===== src/rtl/axis_ball_pkg.sv =====
// Shared constants, FSM state type and pixel-window helper for the ball centroid tracker.
package axis_ball_pkg;

  localparam int R_MSB = 15;
  localparam int R_LSB = 11;
  localparam int G_MSB = 10;
  localparam int G_LSB = 5;
  localparam int B_MSB = 4;
  localparam int B_LSB = 0;

  localparam logic [15:0] OVERLAY_RGB = 16'hF800;

  localparam int CENTROID_COORD_W = 12;
  localparam int CENTROID_CNT_W   = 20;
  localparam int CENTROID_ACC_W   = 32;

  typedef enum logic {
    IDLE = 1'b0,
    DIV  = 1'b1
  } state_e;

  // Inclusive window test; a window with lo > hi can never match.
  function automatic logic in_window(input logic [5:0] v, input logic [5:0] lo, input logic [5:0] hi);
    return (v >= lo) && (v <= hi);
  endfunction

endpackage


===== src/rtl/axis_ball_centroid_if.sv =====
// AXI4-Stream video beat bundle (RGB565) shared by the input and output sides.
interface axis_ball_centroid_if;
  logic [15:0] tdata;
  logic        tvalid;
  logic        tready;
  logic        tuser;
  logic        tlast;
  logic [1:0]  tkeep;

  modport master (output tdata, tvalid, tuser, tlast, tkeep, input tready);
  modport slave  (input tdata, tvalid, tuser, tlast, output tready);
endinterface


===== src/rtl/axis_ball_centroid_divider.sv =====
// Restoring divider producing a QUOT_W-bit quotient, one bit per clock, MSB first.
module seq_divider #(
  parameter int DIVIDEND_W = 32,
  parameter int DIVISOR_W  = 20,
  parameter int QUOT_W     = 12
) (
  input  logic                  clk,
  input  logic                  rst_n,
  input  logic                  start,
  input  logic [DIVIDEND_W-1:0] dividend,
  input  logic [DIVISOR_W-1:0]  divisor,
  output logic                  busy,
  output logic                  done,
  output logic [QUOT_W-1:0]     quotient
);

  localparam int DW = (DIVIDEND_W > DIVISOR_W + QUOT_W) ? DIVIDEND_W : DIVISOR_W + QUOT_W;
  localparam int IW = $clog2(QUOT_W + 1);

  logic [DW-1:0]     rem_r;
  logic [DW-1:0]     den_r;
  logic [DW-1:0]     diff_s;
  logic              ge_s;
  logic [QUOT_W-1:0] quot_r;
  logic [IW-1:0]     iter_r;
  logic              busy_r;
  logic              done_r;

  // Trial subtraction of the shifted divisor against the running remainder.
  always_comb begin
    ge_s   = (rem_r >= den_r);
    diff_s = rem_r - den_r;
  end

  // Iteration state; the quotient is valid from the done pulse until the next start.
  always_ff @(posedge clk) begin
    if (!rst_n) begin
      rem_r  <= '0;
      den_r  <= '0;
      quot_r <= '0;
      iter_r <= '0;
      busy_r <= 1'b0;
      done_r <= 1'b0;
    end else begin
      done_r <= 1'b0;
      if (start && !busy_r) begin
        rem_r  <= DW'(dividend);
        den_r  <= DW'(divisor) << (QUOT_W - 1);
        quot_r <= '0;
        iter_r <= IW'(QUOT_W);
        busy_r <= 1'b1;
      end else if (busy_r) begin
        if (ge_s) begin
          rem_r <= diff_s;
        end
        quot_r <= {quot_r[QUOT_W-2:0], ge_s};
        den_r  <= den_r >> 1;
        iter_r <= iter_r - IW'(1);
        if (iter_r == IW'(1)) begin
          busy_r <= 1'b0;
          done_r <= 1'b1;
        end
      end
    end
  end

  assign busy     = busy_r;
  assign done     = done_r;
  assign quotient = quot_r;

endmodule


===== src/rtl/axis_ball_centroid.sv =====
// Zero-latency RGB565 pass-through that thresholds pixels, accumulates ball coordinates
// per frame and reports the centroid through two parallel sequential dividers.
module axis_ball_centroid
  import axis_ball_pkg::*;
#(
  parameter int IMG_WIDTH  = 640,
  parameter int IMG_HEIGHT = 480,
  parameter int COORD_W    = CENTROID_COORD_W,
  parameter int CNT_W      = CENTROID_CNT_W,
  parameter int ACC_W      = CENTROID_ACC_W,
  parameter int MIN_PIXELS = 16
) (
  input  logic                 s_axis_video_aclk,
  input  logic                 s_axis_video_aresetn,
  axis_ball_centroid_if.slave  s_axis_video,
  axis_ball_centroid_if.master m_axis_video,
  input  logic [4:0]           r_lo,
  input  logic [4:0]           r_hi,
  input  logic [5:0]           g_lo,
  input  logic [5:0]           g_hi,
  input  logic [4:0]           b_lo,
  input  logic [4:0]           b_hi,
  input  logic                 overlay_en,
  output logic [COORD_W-1:0]   ball_x,
  output logic [COORD_W-1:0]   ball_y,
  output logic                 ball_found,
  output logic [CNT_W-1:0]     pixel_count,
  output logic                 result_valid,
  output logic [15:0]          frame_err_cnt
);

  localparam logic [COORD_W-1:0] X_MAX   = COORD_W'(IMG_WIDTH - 1);
  localparam logic [COORD_W-1:0] Y_MAX   = COORD_W'(IMG_HEIGHT - 1);
  localparam logic [CNT_W-1:0]   MIN_CNT = CNT_W'(MIN_PIXELS);

  logic               beat_s, mask_s, frame_end_s, sof_err_s;
  logic [COORD_W-1:0] x_r, y_r, x_beat_s, y_beat_s;
  logic [ACC_W-1:0]   sum_x_r, sum_y_r, base_sx_s, base_sy_s, sum_x_nxt_s, sum_y_nxt_s;
  logic [CNT_W-1:0]   cnt_r, base_cnt_s, cnt_nxt_s, cnt_lat_r;
  logic               active_r, small_pend_r;
  state_e             state_r, state_nxt_s;
  logic               div_start_s, upd_div_s, drop_s, small_s;
  logic               busy_x_s, busy_y_s, done_x_s, done_y_s;
  logic [COORD_W-1:0] quot_x_s, quot_y_s;
  logic [COORD_W-1:0] ball_x_r, ball_y_r;
  logic               ball_found_r, result_valid_r;
  logic [CNT_W-1:0]   pixel_count_r;
  logic [15:0]        frame_err_r;

  assign s_axis_video.tready = m_axis_video.tready;
  assign m_axis_video.tvalid = s_axis_video.tvalid;
  assign m_axis_video.tuser  = s_axis_video.tuser;
  assign m_axis_video.tlast  = s_axis_video.tlast;
  assign m_axis_video.tkeep  = 2'b11;
  assign m_axis_video.tdata  = (overlay_en && mask_s) ? OVERLAY_RGB : s_axis_video.tdata;

  // Per-beat classification, beat coordinates and next accumulator values; an SOF beat restarts at (0,0).
  always_comb begin
    beat_s      = s_axis_video.tvalid && m_axis_video.tready;
    mask_s      = in_window({1'b0, s_axis_video.tdata[R_MSB:R_LSB]}, {1'b0, r_lo}, {1'b0, r_hi})
               && in_window(s_axis_video.tdata[G_MSB:G_LSB], g_lo, g_hi)
               && in_window({1'b0, s_axis_video.tdata[B_MSB:B_LSB]}, {1'b0, b_lo}, {1'b0, b_hi});
    x_beat_s    = s_axis_video.tuser ? '0 : x_r;
    y_beat_s    = s_axis_video.tuser ? '0 : y_r;
    base_sx_s   = s_axis_video.tuser ? '0 : sum_x_r;
    base_sy_s   = s_axis_video.tuser ? '0 : sum_y_r;
    base_cnt_s  = s_axis_video.tuser ? '0 : cnt_r;
    sum_x_nxt_s = base_sx_s + (mask_s ? ACC_W'(x_beat_s) : '0);
    sum_y_nxt_s = base_sy_s + (mask_s ? ACC_W'(y_beat_s) : '0);
    if (mask_s && (base_cnt_s != '1)) begin
      cnt_nxt_s = base_cnt_s + CNT_W'(1);
    end else begin
      cnt_nxt_s = base_cnt_s;
    end
    frame_end_s = beat_s && s_axis_video.tlast && (y_beat_s == Y_MAX);
    sof_err_s   = beat_s && s_axis_video.tuser && active_r;
  end

  // Next-state and control decode for the result FSM.
  always_comb begin
    state_nxt_s = state_r;
    div_start_s = 1'b0;
    upd_div_s   = 1'b0;
    drop_s      = 1'b0;
    small_s     = 1'b0;
    case (state_r)
      IDLE: begin
        if (frame_end_s && (cnt_nxt_s >= MIN_CNT)) begin
          div_start_s = 1'b1;
          state_nxt_s = DIV;
        end else if (frame_end_s) begin
          small_s = 1'b1;
        end else begin
          state_nxt_s = IDLE;
        end
      end
      DIV: begin
        drop_s = frame_end_s;
        if (done_x_s && done_y_s) begin
          upd_div_s   = 1'b1;
          state_nxt_s = IDLE;
        end else if (!busy_x_s && !busy_y_s) begin
          state_nxt_s = IDLE;
        end else begin
          state_nxt_s = DIV;
        end
      end
      default: state_nxt_s = IDLE;
    endcase
  end

  // FSM state register.
  always_ff @(posedge s_axis_video_aclk) begin
    if (!s_axis_video_aresetn) begin
      state_r <= IDLE;
    end else begin
      state_r <= state_nxt_s;
    end
  end

  // Position counters, frame accumulators and frame-end latching.
  always_ff @(posedge s_axis_video_aclk) begin
    if (!s_axis_video_aresetn) begin
      x_r          <= '0;
      y_r          <= '0;
      sum_x_r      <= '0;
      sum_y_r      <= '0;
      cnt_r        <= '0;
      active_r     <= 1'b0;
      cnt_lat_r    <= '0;
      small_pend_r <= 1'b0;
      frame_err_r  <= 16'd0;
    end else begin
      if (beat_s && frame_end_s) begin
        x_r      <= '0;
        y_r      <= '0;
        sum_x_r  <= '0;
        sum_y_r  <= '0;
        cnt_r    <= '0;
        active_r <= 1'b0;
      end else if (beat_s) begin
        sum_x_r  <= sum_x_nxt_s;
        sum_y_r  <= sum_y_nxt_s;
        cnt_r    <= cnt_nxt_s;
        active_r <= 1'b1;
        if (s_axis_video.tlast) begin
          x_r <= '0;
          y_r <= (y_beat_s == Y_MAX) ? y_beat_s : y_beat_s + COORD_W'(1);
        end else begin
          x_r <= (x_beat_s == X_MAX) ? x_beat_s : x_beat_s + COORD_W'(1);
          y_r <= y_beat_s;
        end
      end
      if (div_start_s || small_s) begin
        cnt_lat_r <= cnt_nxt_s;
      end
      small_pend_r <= small_s;
      frame_err_r  <= frame_err_r + {15'd0, sof_err_s} + {15'd0, drop_s};
    end
  end

  // Result registers, refreshed once per completed frame.
  always_ff @(posedge s_axis_video_aclk) begin
    if (!s_axis_video_aresetn) begin
      ball_x_r       <= '0;
      ball_y_r       <= '0;
      ball_found_r   <= 1'b0;
      pixel_count_r  <= '0;
      result_valid_r <= 1'b0;
    end else begin
      result_valid_r <= 1'b0;
      if (upd_div_s) begin
        ball_x_r       <= quot_x_s;
        ball_y_r       <= quot_y_s;
        ball_found_r   <= 1'b1;
        pixel_count_r  <= cnt_lat_r;
        result_valid_r <= 1'b1;
      end else if (small_pend_r) begin
        ball_found_r   <= 1'b0;
        pixel_count_r  <= cnt_lat_r;
        result_valid_r <= 1'b1;
      end
    end
  end

  seq_divider #(.DIVIDEND_W(ACC_W), .DIVISOR_W(CNT_W), .QUOT_W(COORD_W)) u_div_x (
    .clk      (s_axis_video_aclk),
    .rst_n    (s_axis_video_aresetn),
    .start    (div_start_s),
    .dividend (sum_x_nxt_s),
    .divisor  (cnt_nxt_s),
    .busy     (busy_x_s),
    .done     (done_x_s),
    .quotient (quot_x_s)
  );

  seq_divider #(.DIVIDEND_W(ACC_W), .DIVISOR_W(CNT_W), .QUOT_W(COORD_W)) u_div_y (
    .clk      (s_axis_video_aclk),
    .rst_n    (s_axis_video_aresetn),
    .start    (div_start_s),
    .dividend (sum_y_nxt_s),
    .divisor  (cnt_nxt_s),
    .busy     (busy_y_s),
    .done     (done_y_s),
    .quotient (quot_y_s)
  );

  assign ball_x        = ball_x_r;
  assign ball_y        = ball_y_r;
  assign ball_found    = ball_found_r;
  assign pixel_count   = pixel_count_r;
  assign result_valid  = result_valid_r;
  assign frame_err_cnt = frame_err_r;

endmodule


===== src/flat_wrapper.sv =====
// flat-port wrapper written by rule: the top's interface ports become plain ports
module axis_ball_centroid_flat import axis_ball_pkg::*;
#(
  parameter int IMG_WIDTH  = 640,
  parameter int IMG_HEIGHT = 480,
  parameter int COORD_W    = CENTROID_COORD_W,
  parameter int CNT_W      = CENTROID_CNT_W,
  parameter int ACC_W      = CENTROID_ACC_W,
  parameter int MIN_PIXELS = 16
)
  (s_axis_video_aclk, s_axis_video_aresetn, r_lo, r_hi, g_lo, g_hi, b_lo, b_hi, overlay_en, ball_x, ball_y, ball_found, pixel_count, result_valid, frame_err_cnt, s_axis_video_tdata, s_axis_video_tvalid, s_axis_video_tuser, s_axis_video_tlast, s_axis_video_tready, m_axis_video_tdata, m_axis_video_tvalid, m_axis_video_tuser, m_axis_video_tlast, m_axis_video_tkeep, m_axis_video_tready);
  axis_ball_centroid_if s_axis_video_i ();
  axis_ball_centroid_if m_axis_video_i ();
  input  logic s_axis_video_aclk;
  input  logic s_axis_video_aresetn;
  input  logic [4:0] r_lo;
  input  logic [4:0] r_hi;
  input  logic [5:0] g_lo;
  input  logic [5:0] g_hi;
  input  logic [4:0] b_lo;
  input  logic [4:0] b_hi;
  input  logic overlay_en;
  output logic [COORD_W-1:0] ball_x;
  output logic [COORD_W-1:0] ball_y;
  output logic ball_found;
  output logic [CNT_W-1:0] pixel_count;
  output logic result_valid;
  output logic [15:0] frame_err_cnt;
  input wire logic [$bits(s_axis_video_i.tdata)-1:0] s_axis_video_tdata;
  input wire logic [$bits(s_axis_video_i.tvalid)-1:0] s_axis_video_tvalid;
  input wire logic [$bits(s_axis_video_i.tuser)-1:0] s_axis_video_tuser;
  input wire logic [$bits(s_axis_video_i.tlast)-1:0] s_axis_video_tlast;
  output wire logic [$bits(s_axis_video_i.tready)-1:0] s_axis_video_tready;
  output wire logic [$bits(m_axis_video_i.tdata)-1:0] m_axis_video_tdata;
  output wire logic [$bits(m_axis_video_i.tvalid)-1:0] m_axis_video_tvalid;
  output wire logic [$bits(m_axis_video_i.tuser)-1:0] m_axis_video_tuser;
  output wire logic [$bits(m_axis_video_i.tlast)-1:0] m_axis_video_tlast;
  output wire logic [$bits(m_axis_video_i.tkeep)-1:0] m_axis_video_tkeep;
  input wire logic [$bits(m_axis_video_i.tready)-1:0] m_axis_video_tready;
  assign s_axis_video_i.tdata = s_axis_video_tdata;
  assign s_axis_video_i.tvalid = s_axis_video_tvalid;
  assign s_axis_video_i.tuser = s_axis_video_tuser;
  assign s_axis_video_i.tlast = s_axis_video_tlast;
  assign s_axis_video_tready = s_axis_video_i.tready;
  assign m_axis_video_tdata = m_axis_video_i.tdata;
  assign m_axis_video_tvalid = m_axis_video_i.tvalid;
  assign m_axis_video_tuser = m_axis_video_i.tuser;
  assign m_axis_video_tlast = m_axis_video_i.tlast;
  assign m_axis_video_tkeep = m_axis_video_i.tkeep;
  assign m_axis_video_i.tready = m_axis_video_tready;
  axis_ball_centroid #(.IMG_WIDTH(IMG_WIDTH), .IMG_HEIGHT(IMG_HEIGHT), .COORD_W(COORD_W), .CNT_W(CNT_W), .ACC_W(ACC_W), .MIN_PIXELS(MIN_PIXELS)) u_core (.s_axis_video_aclk(s_axis_video_aclk), .s_axis_video_aresetn(s_axis_video_aresetn), .s_axis_video(s_axis_video_i), .m_axis_video(m_axis_video_i), .r_lo(r_lo), .r_hi(r_hi), .g_lo(g_lo), .g_hi(g_hi), .b_lo(b_lo), .b_hi(b_hi), .overlay_en(overlay_en), .ball_x(ball_x), .ball_y(ball_y), .ball_found(ball_found), .pixel_count(pixel_count), .result_valid(result_valid), .frame_err_cnt(frame_err_cnt));
endmodule

===== config.mk =====
export PLATFORM = sky130hd
export DESIGN_NAME = axis_ball_centroid_flat
export DESIGN_NICKNAME = d
export VERILOG_FILES = /design/src/rtl/axis_ball_pkg.sv /design/src/rtl/axis_ball_centroid_if.sv /design/src/rtl/axis_ball_centroid_divider.sv /design/src/rtl/axis_ball_centroid.sv /design/src/flat_wrapper.sv
export SDC_FILE = /design/constraint.sdc
export NUM_CORES = 1
export LEC_CHECK = 0
export ABC_CLOCK_PERIOD_IN_PS = 11800
export BUFFER_PORTS_ARGS = -buffer_cell sky130_fd_sc_hd__buf_2
export CAP_MARGIN = 20
export CORE_ASPECT_RATIO = 0.7
export CORE_MARGIN = 8
export CORE_UTILIZATION = 45
export CTS_CLUSTER_DIAMETER = 150
export DETAILED_ROUTE_END_ITERATION = 8
export GPL_ROUTABILITY_DRIVEN = 0
export MAX_ROUTING_LAYER = met4
export PLACE_DENSITY = 0.74
export SLEW_MARGIN = 20
export SYNTH_ARGS = -nofsm -noshare
export SYNTH_HDL_FRONTEND = slang
export SYNTH_HIERARCHICAL = 1
export SYNTH_SLANG_ARGS = --single-unit

===== constraint.sdc =====
create_clock -name s_axis_video_aclk -period 11.8 [get_ports s_axis_video_aclk]
set_clock_uncertainty 0.05 [all_clocks]
set_input_delay 2.36 -clock s_axis_video_aclk [delete_from_list [all_inputs] [get_ports s_axis_video_aclk]]
set_output_delay 2.36 -clock s_axis_video_aclk [all_outputs]
set_load 0.02 [all_outputs]

Word-level counts from Yosys, hierarchy flattened
Cells that the tools add are included.
{"block": "op_classes", "add_sub_neg": 11, "mul": 0, "div": 0, "n_lt_le_gt_ge": 9, "eq_ne": 5, "shifts": 0, "mux": 52, "n_bitwise": 4, "n_reduce_logical": 33}
{"cell": "two-way mux 32 bit", "count": 8}
{"cell": "two-way mux 31 bit", "count": 4}
{"cell": "two-way mux 12 bit", "count": 8}
{"cell": "two-way mux 20 bit", "count": 4}
{"cell": "adder 32 bit", "count": 2}
{"cell": "greater-or-equal comparator 32 x 31 -> 1 bit", "count": 2}
{"cell": "subtractor 32 x 31 -> 32 bit", "count": 2}
{"cell": "adder 16 x 1 -> 16 bit", "count": 2}
{"cell": "adder 12 x 1 -> 12 bit, second input constant", "count": 2}
{"cell": "two-way mux 1 bit", "count": 22}
{"cell": "adder 20 x 1 -> 20 bit, second input constant", "count": 1}
{"cell": "greater-or-equal comparator 20 x 5 -> 1 bit, second input constant", "count": 1}
{"cell": "inequality test 20 bit, second input constant", "count": 1}
{"cell": "logical AND 1 bit", "count": 18}
{"cell": "two-way mux 16 bit", "count": 1}
{"cell": "two-way mux 4 bit", "count": 4}
{"cell": "== test 12 x 10 -> 1 bit, second input constant", "count": 1}
{"cell": "== test 12 x 9 -> 1 bit, second input constant", "count": 1}
{"cell": "greater-or-equal comparator 5 bit", "count": 2}
{"cell": "less-or-equal comparator 5 bit", "count": 2}
{"cell": "nonzero test 2 bit", "count": 5}
{"cell": "== test 4 x 1 -> 1 bit, second input constant", "count": 2}
{"cell": "subtractor 4 x 1 -> 4 bit, second input constant", "count": 2}
{"cell": "greater-or-equal comparator 6 bit", "count": 1}
{"cell": "8 further kinds", "count": 16}
{"block": "totals", "register_bits": 355, "latchBits": 0, "ramBits": 0, "mem_bits_ro": 0, "elab_cells": 145, "n_memories": 0}

Depth between registers and ports, before layout
Gate-level depths: netlist of the first run.
{"block": "depth", "depth_word": 13, "mapped_depth": 25}

By module
The synthesis of the first run kept the hierarchy.
{"mod": "axis_ball_centroid", "instances": 1, "cells_each": 1578, "area_each_um2": 11860.1, "seq_area_each_um2": 3863.7}
{"mod": "seq_divider (u_core.u_div_y)", "instances": 1, "cells_each": 684, "area_each_um2": 5487.8, "seq_area_each_um2": 1621.6}
{"mod": "seq_divider (u_core.u_div_x)", "instances": 1, "cells_each": 658, "area_each_um2": 5303.8, "seq_area_each_um2": 1621.6}

Worst setup path after synthesis of the first run
Ideal clock, no wire load.
{"block": "synth_timing", "path_kind": "input port to flip-flop", "from": "input s_axis_video_tdata[5]", "to": "register u_core.u_div_x.rem_r[30]", "arrival_ns": 6.600, "required_ns": 11.625, "setup_slack_ns": 5.025, "stages": 23, "path_cell_list": "inv_1 > ha_1 > nand2b_1 > a2111oi_0 > o31ai_1 > o211ai_2 > nor2_1 > clkbuf_1 > and2_1 > ha_1 > fa_1 > a21o_1 > a21oi_1 > o21bai_1 > a21oi_1 > o21bai_1 > a31oi_1 > nand4bb_1 > nor3_1 > xor2_1 > mux2_2 > o221ai_1 > nor3_1"}
{"element": "start: declaration", "line_no": "flat_wrapper.sv:29", "rtl": "input wire logic [$bits(s_axis_video_i.tdata)-1:0] s_axis_video_tdata;"}
{"element": "greater-or-equal comparator 6 bit / less-or-equal comparator 6 bit (equally long branches)", "line_no": "axis_ball_pkg.sv:24", "rtl": "return (v >= lo) && (v <= hi);"}
{"element": "logical AND 1 bit (*)", "line_no": "axis_ball_pkg.sv:24"}
{"element": "logical AND 1 bit (*)", "line_no": "axis_ball_centroid.sv:61", "rtl": "&& in_window(s_axis_video.tdata[G_MSB:G_LSB], g_lo, g_hi)"}
{"element": "logical AND 1 bit (*)", "line_no": "axis_ball_centroid.sv:62", "rtl": "&& in_window({1'b0, s_axis_video.tdata[B_MSB:B_LSB]}, {1'b0, b_lo}, {1'b0, b_hi});"}
{"element": "two-way mux 12 bit (*)", "line_no": "axis_ball_centroid.sv:68", "rtl": "sum_x_nxt_s = base_sx_s + (mask_s ? ACC_W'(x_beat_s) : '0);"}
{"element": "adder 32 bit (*)", "line_no": "axis_ball_centroid.sv:68"}
{"element": "via u_core.sum_x_nxt_s[30]", "line_no": "axis_ball_centroid.sv:38", "rtl": "logic [ACC_W-1:0] sum_x_r, sum_y_r, base_sx_s, base_sy_s, sum_x_nxt_s, sum_y_nxt_s;"}
{"element": "two-way mux 32 bit (*)", "line_no": "axis_ball_centroid_divider.sv:46", "rtl": "if (start && !busy_r) begin"}
{"element": "end signal: assignment", "line_no": "axis_ball_centroid_divider.sv:47", "rtl": "rem_r <= DW'(dividend);"}
{"element": "end signal: assignment", "line_no": "axis_ball_centroid_divider.sv:54", "rtl": "rem_r <= diff_s;"}
{"element": "end: declaration", "line_no": "axis_ball_centroid_divider.sv:20", "rtl": "logic [DW-1:0] rem_r;"}
The timed path passes the listed nets; every way through them passes the cells marked *.
A chain may end at the register's enable or synchronous reset.

Worst setup path in the final report of the first run
{"block": "layout_timing", "from": "input s_axis_video_tuser", "to": "register u_core.u_div_y.quot_r[0], in the netlist u_core/u_div_y/quotient[0]"}
{"block": "layout_via", "elab_chain_len": 10}
{"element": "start: declaration", "line_no": "flat_wrapper.sv:31", "rtl": "input wire logic [$bits(s_axis_video_i.tuser)-1:0] s_axis_video_tuser;"}
{"element": "two-way mux 20 bit (*)", "line_no": "axis_ball_centroid.sv:67", "rtl": "base_cnt_s = s_axis_video.tuser ? '0 : cnt_r;"}
{"element": "parallel branches: the longest is 2 deep, another holds adder 20 x 1 -> 20 bit"}
{"element": "two-way mux 20 bit (*)", "line_no": "axis_ball_centroid.sv:70", "rtl": "if (mask_s && (base_cnt_s != '1)) begin"}
{"element": "via u_core.cnt_nxt_s[11]", "line_no": "axis_ball_centroid.sv:39", "rtl": "logic [CNT_W-1:0] cnt_r, base_cnt_s, cnt_nxt_s, cnt_lat_r;"}
{"element": "greater-or-equal comparator 20 x 5 -> 1 bit (*)", "line_no": "axis_ball_centroid.sv:88", "rtl": "if (frame_end_s && (cnt_nxt_s >= MIN_CNT)) begin"}
{"element": "logical AND 1 bit (*)", "line_no": "axis_ball_centroid.sv:88"}
{"element": "two-way mux 1 bit (*)", "line_no": "axis_ball_centroid.sv:88"}
{"element": "two-way mux 1 bit (*)", "line_no": "axis_ball_centroid.sv:86", "rtl": "case (state_r)"}
{"element": "via u_core.div_start_s", "line_no": "axis_ball_centroid.sv:42", "rtl": "logic div_start_s, upd_div_s, drop_s, small_s;"}
{"element": "logical AND 1 bit (*)", "line_no": "axis_ball_centroid_divider.sv:46"}
{"element": "OR reduction 2 bit (no source line) (*)"}
{"element": "end signal: assignment", "line_no": "axis_ball_centroid_divider.sv:56", "rtl": "quot_r <= {quot_r[QUOT_W-2:0], ge_s};"}
{"element": "end: declaration", "line_no": "axis_ball_centroid_divider.sv:24", "rtl": "logic [QUOT_W-1:0] quot_r;"}
Mark *: on every way through the listed nets, which the timed path passes.

==> results.tsv, run 1 <==
metric	value	unit
status	finished clean	
CTS tree	yes	
synthesized area	22650	sq um
drt pass-1 iters	7	
Max Clock Freq	125.9	MHz
Vias	20620	
Avg Cell Area, Syn	7.757	sq um
port buffer count	136	
top_reg_cell synth	dfxtp_1	
worst vdd ir	0.00008204	V
Yosys reg bits	355	
post-route ant nets	0	
row cnt	68	
largest net degree at the start of global routing	90	
WP data required	12130	ps
fin cells	3630	
area grow syn2layout	10.26	%
DP Area	23550	sq um
Setup crit end kind	flop	
Sink Count	355	
maxcap violations	0	
Chip Width	284.2	um
vias in the first global route	18620	
top post-synthesis cells by area	dfxtp_1, ha_1, nand2_1	
Die H	203.7	um
Worst setup SP type	input pin	
Synth Instances	2920	
RSZ-0062 raised after global routing	no	
Rel. slew slack	33.50	%
yosys warns	6	
worst-margin pin slew	997.5	ps
drt total wl	61140	um
Synth cell types	111	
Setup Buffers After CTS	0	
leakage	9.933	nW
Worst EP arrival	8280	ps
clock-pin transition on the worst setup and hold timing paths	60	ps
Tot Pwr	2.646	mW
NumNets Final	3119	
die area	57890	sq um
Yosys top cell area share	31.37	%
Via-to-Cell Ratio	5.681	
hold crit path type	reg2reg	
final instance area	24980	sq um
drc violations	0	
most frequent cells in the layout	nand2_1, dfxtp_1, nor2_1	
Skew-Pair Late Insertion Delay	540	ps
WL per Instance	16.84	um
initial antenna violation count	1	
DP Wirelength	43740	um
min cycle time layout	7946	ps
worst-path fanout max	57	
root buf cell	clkbuf_16	
H-tree depth	2	
Synth area leader	dfxtp_1	
# setup viols final	0	
most common cell after layout, fill and taps aside	nand2_1	
grt total ovfl	0	
setup TNS	0	ps
Slew Limit Fails	0	
fraction of layout cells with a size suffix above 1	10.70	%
Core Area	49520	sq um
post-cts repair resize count	0	
num ports	139	
register area share after synthesis	31.37	%
Power Dens Cells	105.9	nW/um^2
initial core utilization	45.74	%
first-pass GRT wire length	98870	um
hold_buf cts	0	
Cells after DPL	3556	
clock tree buffer depth	3	
cts bufs inserted	39	
Post-synth EDFFs	0	
initial DRC count	1957	
Async S/R FF share, synth	0	%
final period utilization	67.34	%
Crit Path Class	in2reg	
Hold Vio Cnt, Final	0	
GR Util All Layers	20.63	%
metal layers:
metal	vias up	share of wire (%)	global-route usage [%]
met2	705	39	28.24
met1	9575	50	30.45
met3	78	8.9	4.581
li1	10270	-	-
met5	-	0	-
met4	0	1.6	4.367
synth_stat cells, types with 60 or more instances:
cell,n
a21boi_0,60
nand3_1,60
o21ai_0,133
a21oi_1,202
nor2b_1,66
xnor2_1,97
ha_1,126
dfxtp_1,355
nor2_1,303
clkbuf_1,137
inv_1,138
a211oi_1,109
nand2_1,401
cell type report:
class	instances	area (sq um)
clock inverters	22	294.0
inverters	140	530.5
repair buffers	160	905.9
diodes	1	2.502
well taps	665	832.0
flip-flops and latches	355	7114
fillers	4727	24540
clock buffers	50	1099
multi-input cells	2237	14200
power breakdown:
part	switching (mW)	total, mW	internal, mW
combinational	0.0857	0.125	0.0396
sequential	0.00309	1.20	1.20
clock	0.520	1.32	0.797
registers in the layout, indices dropped and copies added, names as in the netlist, 16 cells and up:
signal	cells
u_core/u_div_x/den_r	31
u_core/cnt_r	20
u_core/u_div_y/rem_r	32
u_core/sum_y_r	32
u_core/frame_err_cnt	16
u_core/u_div_y/den_r	31
u_core/u_div_x/rem_r	32
u_core/pixel_count	20
u_core/sum_x_r	32
u_core/cnt_lat_r	20
kinds of logic (layout without fill, tap and decap cells):
kind of cell / count (synthesis) / in the layout / share of synthesized area, %
multiplexers: 68 / 68 / 3.066
buffers and inverters: 329 / 372 / 6.181
other: 1 / 3 / 0.01656
AO/OA/AOI/OAI: 745 / 745 / 22.12
AND/OR/NAND/NOR: 1149 / 1149 / 24.35
adder cells (fa/ha/maj): 131 / 131 / 7.402
flip-flops: 355 / 355 / 31.37
XOR/XNOR: 142 / 142 / 5.490
worst max-delay path, stage by stage:
cell and delay [ps]:
buf_4 380, buf_4 550, nand4b_2 270, nor4b_4 80
nand4_4 200, nand3_1 330, nor3_1 740, xnor2_1 120
nor2_1 540, nor3_2 90, and4_4 240, nor2_4 80
buf_4 520, nand2b_1 680, nand2_1 890, nor3_1 130
path summary, 6_finish.rpt:
path / from / to / slack, ps / depth (start not counted)
worst max-delay path: s_axis_video_tuser / u_core/u_div_y/quotient[0]$_SDFFE_PP0P_ / 3850 / 16
worst min-delay path: u_core/sum_y_r[7]$_SDFFE_PP0P_ / u_core/sum_y_r[7]$_SDFFE_PP0P_ / 400 / 2
worst max register to register: u_core/cnt_r[7]$_SDFFE_PP0P_ / u_core/u_div_y/quotient[0]$_SDFFE_PP0P_ / 5760 / 13
worst min register to register: u_core/sum_y_r[7]$_SDFFE_PP0P_ / u_core/sum_y_r[7]$_SDFFE_PP0P_ / 400 / 2
stage by stage:
stage                     worst slack [ps]  utilization, %  hold slack (ps)
after floorplan                       5025               -            377.3
after global placement                3603           47.49            388.2
after detailed placement              3578           47.56            394.6
after CTS                             4137           50.37            403.7
after global routing                  3525           50.44            419.5
final                                 3854           50.44            399.8
Power figures use the tool's default switching activity.
==> inputs of run 2 (changes only) <==
Settings changed: ABC_AREA set to 1, ABC_CLOCK_PERIOD_IN_PS 11800 to 7000, PLACE_DENSITY 0.74 to 0.76.
Clock period 11.8 ns to 7 ns, I/O delays scaled along.
==> run 2 against run 1 <==
Against the previous run:
- synthesized area up 10%
- non-clock buffer count down 3
- sequential power up 72%
- worst setup slack worse by 3100 ps
- flip-flop and latch count unchanged
- combinational power up 150%
- core utilization down 0.84 points
- sequential share of layout area down 2.4 points
- routed wire length up 18%
- cell count up 36%
- highest routed layer unchanged
==> results.tsv, run 2 <==
metric	value	unit	change
Async S/R FF share, synth	0	%	unchanged
Flop pwr share	45.9	%	+0.4 points
drc violations	0		unchanged
most common cell after layout, fill and taps aside	nand2_1		
Setup crit end kind	flop		
num ports	139		unchanged
largest family of logic cells by synthesized area	simple AND/OR/NAND/NOR gates		
port buffer count	136		unchanged
GR Util All Layers	22.63	%	+2.0 points
NumNets Final	4345		+39%
WP data required	7390	ps	-4740 ps
most frequent cells in the layout	nand2_1, inv_1, nor2_1		
root buf cell	clkbuf_16		
post-route ant nets	0		unchanged
synthesized area	24960	sq um	+10%
die area	63380	sq um	+9.5%
H-tree depth	2		unchanged
clock power share	47.2	%	-2.6 points
area occupied by multi-input gates	14070	sq um	-0.89%
Slew Limit Fails	0		unchanged
post-synthesis xor/xnor area fraction	3.053	%	-2.4 points
Skew-Pair Late Insertion Delay	550	ps	about the same
Chip Width	297.5	um	+4.7%
sw power	1.109	mW	+82%
cts bufs inserted	38		-2.6%
Synth cell types	53		-52%
Hold Vio Cnt, Final	0		unchanged
clock-pin transition on the worst setup and hold timing paths	60	ps	about the same
hold_buf cts	0		unchanged
initial DRC count	2521		+29%
yosys warns	6		unchanged
leakage	14.34	nW	+44%
Synth Area in Compound Gates	11.93	%	-10 points
Vias	25050		+21%
Sink Count	355		unchanged
Reg area	7109	sq um	about the same
hold crit path type	reg2reg		
DP Wirelength	54110	um	+24%
Avg Cell Area, Syn	6.082	sq um	-22%
worst vdd ir	0.0001423	V	+73%
largest net degree at the start of global routing	98		+8.9%
top post-synthesis cells by area	dfxtp_1, nand2_1, inv_1		
setup TNS	0	ps	unchanged
WL per Instance	14.70	um	-13%
clock tree buffer depth	3		unchanged
Crit Path Class	in2reg		
Die H	213.1	um	+4.6%
Worst setup SP type	input pin		
Worst EP arrival	6610	ps	-1670 ps
Commonest cells post-synth	nand2_1, inv_1, nor2_1		
final period utilization	88.88	%	
cell with the most instances after synthesis	nand2_1		
Via-to-Cell Ratio	5.083		-11%
RSZ-0062 raised after global routing	no		
Core Area	55040	sq um	+11%
initial antenna violation count	1		unchanged
vias in the first global route	22800		+22%
maxcap violations	0		unchanged
Net Sw Frac	24.71	%	+1.7 points
Max Clock Freq	160.7	MHz	
drt pass-1 iters	7		unchanged
WHS	389.5	ps	-10.28 ps
Synth Instances	4104		+41%
grt total ovfl	0		unchanged
Setup Buffers After CTS	0		unchanged
Simple-Gate Fraction of Synth Area	34.52	%	+10 points
register area share after synthesis	28.47	%	-2.9 points
Synth area leader	dfxtp_1		
top_reg_cell synth	dfxtp_1		
Power Dens Cells	164.4	nW/um^2	+55%
worst-margin pin slew	1086	ps	+88.46 ps
first-pass GRT wire length	117500	um	+19%
Rel. slew slack	27.43	%	-6.1 points
row cnt	72		+5.9%
drt total wl	72430	um	+18%
CTS tree	yes		
post-synthesis mux area share	0	%	-3.1 points
Post-synth EDFFs	0		unchanged
fraction of layout cells with a size suffix above 1	8.268	%	-2.4 points
# setup viols final	0		unchanged
initial core utilization	45.35	%	-0.40 points
combinational share of power	6.9	%	+2.2 points
worst-path fanout max	25		-56%
status	finished clean		
P_int	3.380	mW	+66%
filler cell count	5571		+18%
Post-Synth Adder-Cell Area	6.717	%	-0.68 points
Yosys top cell area share	28.47	%	-2.9 points
post-cts repair resize count	0		unchanged
min cycle time layout	6222	ps	
area grow syn2layout	9.384	%	
Yosys reg bits	355		unchanged
[run 2: per-stage QoR]
step	area, sq um	std cells	worst slack (ps)	total power, mW	utilization, %
floorplan	24970	4105	1603	2.322	-
global placement	26030	4859	558.5	2.403	47.29
detailed placement	26030	4859	525.0	2.407	47.29
CTS	27300	4925	1070	4.517	49.60
global route	27300	4926	492.1	4.642	49.60
finish	27300	4927	778.4	4.489	49.60
[run 2: routing by layer]
layer | vias to the layer above | track usage, % | wire length, um
met5 | - | - | 0
met4 | 0 | 4.869 | 1328
met3 | 92 | 5.469 | 7834
met2 | 1102 | 30.91 | 27290
met1 | 11080 | 33.17 | 35970
li1 | 12780 | - | -
[run 2: path summary, 6_finish.rpt]
path / start / end / slack, ps / cells past startpoint
setup reg to reg: u_core/cnt_r[0]$_SDFFE_PP0P_ / u_core/u_div_x/quotient[11]$_SDFFE_PP0P_ / 1580 / 20
hold / removal: u_core/ball_y[8]$_SDFFE_PN0P_ / u_core/ball_y[8]$_SDFFE_PN0P_ / 390 / 2
hold reg to reg: u_core/ball_y[8]$_SDFFE_PN0P_ / u_core/ball_y[8]$_SDFFE_PN0P_ / 390 / 2
setup / recovery: s_axis_video_tuser / u_core/u_div_x/quotient[11]$_SDFFE_PP0P_ / 780 / 20
[run 2: cell type report]
cell class,count,area share [%]
Multi-Input combinational cell,2788,51.54
Sequential cell,355,26.04
Inverter,819,11.26
Clock buffer,51,3.849
Tap cell,740,3.391
Timing Repair Buffer,157,3.102
Clock inverter,15,0.8019
Antenna cell,2,0.01833
[run 2: logic make-up (layout without fill, tap and decap cells)]
kind of cell,count (synthesis),in the layout
simple gates,2035,2035
buf+inv,962,1042
compound gates,533,533
flops,355,355
fa+ha+maj,131,131
xor+xnor,87,87
other cells,1,4
[run 2: power by group through the flow]
| stage | combinational (mW) | clock (mW) | sequential (mW) |
|---|---|---|---|
| 2_1_floorplan | 0.220 | 0 | 2.10 |
| 3_3_place_gp | 0.298 | 0 | 2.10 |
| 3_5_place_dp | 0.302 | 0 | 2.10 |
| 4_1_cts | 0.304 | 2.15 | 2.06 |
| 5_1_grt | 0.344 | 2.24 | 2.06 |
| 6_report | 0.309 | 2.12 | 2.06 |
[run 2: worst max-delay path: stages]
cell      delay (ps)
buf_4            240
nor2_1           550
ha_1             400
nand4_1          280
nor2_1           280
nand2_1          100
nand3b_4         320
nand3_4          320
inv_1            150
nand2_1          140
nand2_2          110
nor2_1           130
nand2_1           60
nor2_1           160
a21oi_1          160
inv_1            130
nor2_4            40
inv_2            420
nand2_1          790
a21oi_1          380
==> inputs of run 3 (changes only) <==
Settings changed: RECOVER_POWER set to 25, SYNTH_HIERARCHICAL 1 to unset.
==> run 3 against run 2 <==
Against the previous run:
- the run now ends with capacitance limit, slew limit left
- clock power rose by 7%
- highest routed layer unchanged
- global-route usage down 1.0 points
- combinational power is essentially flat
- clock-buffer cell count decreased by 1
- synthesized cell count shrank 12%
- register-to-register slack improved by 650 ps
- fmax up 6.2%
- first-iteration DRC count shrank 6.8%
- worst setup slack improved by 360 ps
- largest cell class unchanged
- non-clock buffer count is 2 higher
- cell area shrank 6.9%
==> results.tsv, run 3 <==
metric	value	unit	change
most common cell after layout, fill and taps aside	nand2_1		
top post-synthesis cells by area	dfxtp_1, nand2_1, inv_1		
first-pass GRT wire length	104300	um	-11%
Synth Instances	3594		-12%
Async S/R FF share, synth	0	%	unchanged
maxcap violations	3		+3
setup TNS	0	ps	unchanged
Power Dens Cells	182.6	nW/um^2	+11%
area grow syn2layout	10.09	%	
Crit Path Class	in2reg		
initial core utilization	45.55	%	+0.21 points
min cycle time layout	5859	ps	-362.9 ps
hold_buf cts	0		unchanged
Core Area	50680	sq um	-7.9%
Slew Limit Fails	184		+184
register area share after synthesis	30.78	%	+2.3 points
Setup Buffers After CTS	0		unchanged
Yosys reg bits	355		unchanged
worst vdd ir	0.0002003	V	+41%
depth of the worst register-to-register path	20		unchanged
failing checks	capacitance limit, slew limit		
initial DRC count	2349		-6.8%
Skew-Pair Late Insertion Delay	560	ps	about the same
Chip Width	286.7	um	-3.6%
Die H	205.5	um	-3.5%
drc violations	0		unchanged
row cnt	69		-4.2%
worst-path fanout max	3		-88%
yosys warns	0		-6
met2 Use GR	30.12	%	-0.79 points
hold crit path type	reg2reg		
CTS tree	yes		
drt pass-1 iters	6		-1
Synth cell types	53		unchanged
Util after Layout	50.15	%	+0.55 points
Worst setup SP type	input pin		
DP Wirelength	46100	um	-15%
drt total wl	63920	um	-12%
fraction of layout cells with a size suffix above 1	5.748	%	-2.5 points
Max Clock Freq	170.7	MHz	+6.2%
cts bufs inserted	39		+2.6%
final period utilization	83.70	%	-5.2 points
busiest grt layer	met1		
grt total ovfl	0		unchanged
port buffer count	136		unchanged
RSZ-0062 raised after global routing	no		
num ports	139		unchanged
most frequent cells in the layout	nand2_1, inv_1, nor2_1		
initial antenna violation count	1		unchanged
die area	58920	sq um	-7.0%
Avg Cell Area, Syn	6.423	sq um	+5.6%
NumNets Final	3829		-12%
WHS	394.1	ps	+4.664 ps
post-cts repair resize count	0		unchanged
Yosys top cell area share	30.78	%	+2.3 points
Sink Count	355		unchanged
Tot Pwr	4.642	mW	+3.4%
GR Util All Layers	21.60	%	-1.0 points
final instance area	25420	sq um	-6.9%
synthesized area	23090	sq um	-7.5%
M3 GR Usage	4.181	%	-1.3 points
# setup viols final	0		unchanged
Worst EP arrival	6280	ps	-330 ps
largest net degree at the start of global routing	96		-2.0%
H-tree depth	2		unchanged
cell with the most instances after synthesis	nand2_1		
clock-pin transition on the worst setup and hold timing paths	70	ps	about the same
Vias	22570		-9.9%
vias in the first global route	20300		-11%
Via-to-Cell Ratio	5.193		+2.2%
Hold Vio Cnt, Final	0		unchanged
area occupied by multi-input gates	12870	sq um	-8.6%
leakage	12.24	nW	-15%
Setup crit end kind	flop		
Commonest cells post-synth	nand2_1, inv_1, nor2_1		
clock tree buffer depth	3		unchanged
DP Area	24100	sq um	-7.4%
WP data required	7420	ps	+30 ps
Reg area	7109	sq um	unchanged
worst-margin pin slew	3714	ps	+2628 ps
met1 usage	31.59	%	-1.6 points
status	finished with violations		
root buf cell	clkbuf_16		
filler cell count	5077		-8.9%
WL per Instance	14.71	um	about the same
post-route ant nets	0		unchanged
top_reg_cell synth	dfxtp_1		
Rel. slew slack	-147.6	%	-180 points
Synth area leader	dfxtp_1		
Hold Crit Depth	2		unchanged
Post-synth EDFFs	0		unchanged
[run 3: where the power goes]
part	leakage [nW]	switching (mW)	internal (mW)	total, mW
clock network	0.690	0.885	1.38	2.27
registers	2.87	0.0176	2.05	2.07
logic	8.68	0.219	0.0909	0.309
total	12.2	1.12	3.52	4.64
[run 3: logic make-up after synthesis]
kind of cell / after synthesis / synth area share [%]
compound gates: 696 / 16.26
other cells: 1 / 0.01624
buf+inv: 793 / 13.57
fa+ha+maj: 131 / 7.262
flops: 355 / 30.78
xor+xnor: 126 / 4.780
simple gates: 1492 / 27.33
[run 3: stage by stage]
stage               worst slack, ps  instances
finish                         1141       4346
global route                  797.4       4346
CTS                            1233       4345
detailed placement            684.8       4276
global placement              934.1       4275
floorplan                      1459       3595
[run 3: final timing paths]
path	endpoint	startpoint	slack, ps
setup reg to reg	u_core.u_div_x.den_r[10]$_SDFFE_PP0P_	u_core.cnt_r[0]$_SDFFE_PP0P_	2230
hold / removal	u_core.ball_y[10]$_SDFFE_PN0P_	u_core.ball_y[10]$_SDFFE_PN0P_	390
setup / recovery	u_core.u_div_y.rem_r[24]$_SDFFE_PN0P_	s_axis_video_tdata[13]	1140
hold reg to reg	u_core.ball_y[10]$_SDFFE_PN0P_	u_core.ball_y[10]$_SDFFE_PN0P_	390
[run 3: final cells by class]
type	count	share of cell area, %
clock inverter	19	1.172
sequential	355	27.97
inverter	641	9.467
multi-input combinational	2447	50.63
tap	674	3.318
clock buffer	50	4.362
antenna	1	0.009846
timing repair buffer	159	3.067
[run 3: layer usage]
metal	wire length, um	vias to the layer above
met4	1394	0
met1	31200	10140
met3	5962	103
met2	25370	857
met5	0	-
li1	-	11470
[run 3: worst max-delay path, stage by stage]
cell	delay, ps
buf_2	120
ha_1	300
nand2_1	70
nand2_1	50
nand2_1	50
nand3_1	70
nand2_1	60
nand2_1	100
nor3_1	630
inv_1	130
nor3_1	210
ha_1	210
inv_1	60
fa_1	400
nand3b_1	180
nand2_1	100
a21oi_1	100
o21ai_0	290
a21boi_0	250
o21ai_0	440
nand2_1	160
nor2_1	290
nand2_1	120
xor2_1	200
nand2_1	70
nand2_1	90
inv_1	30
nor2_1	60
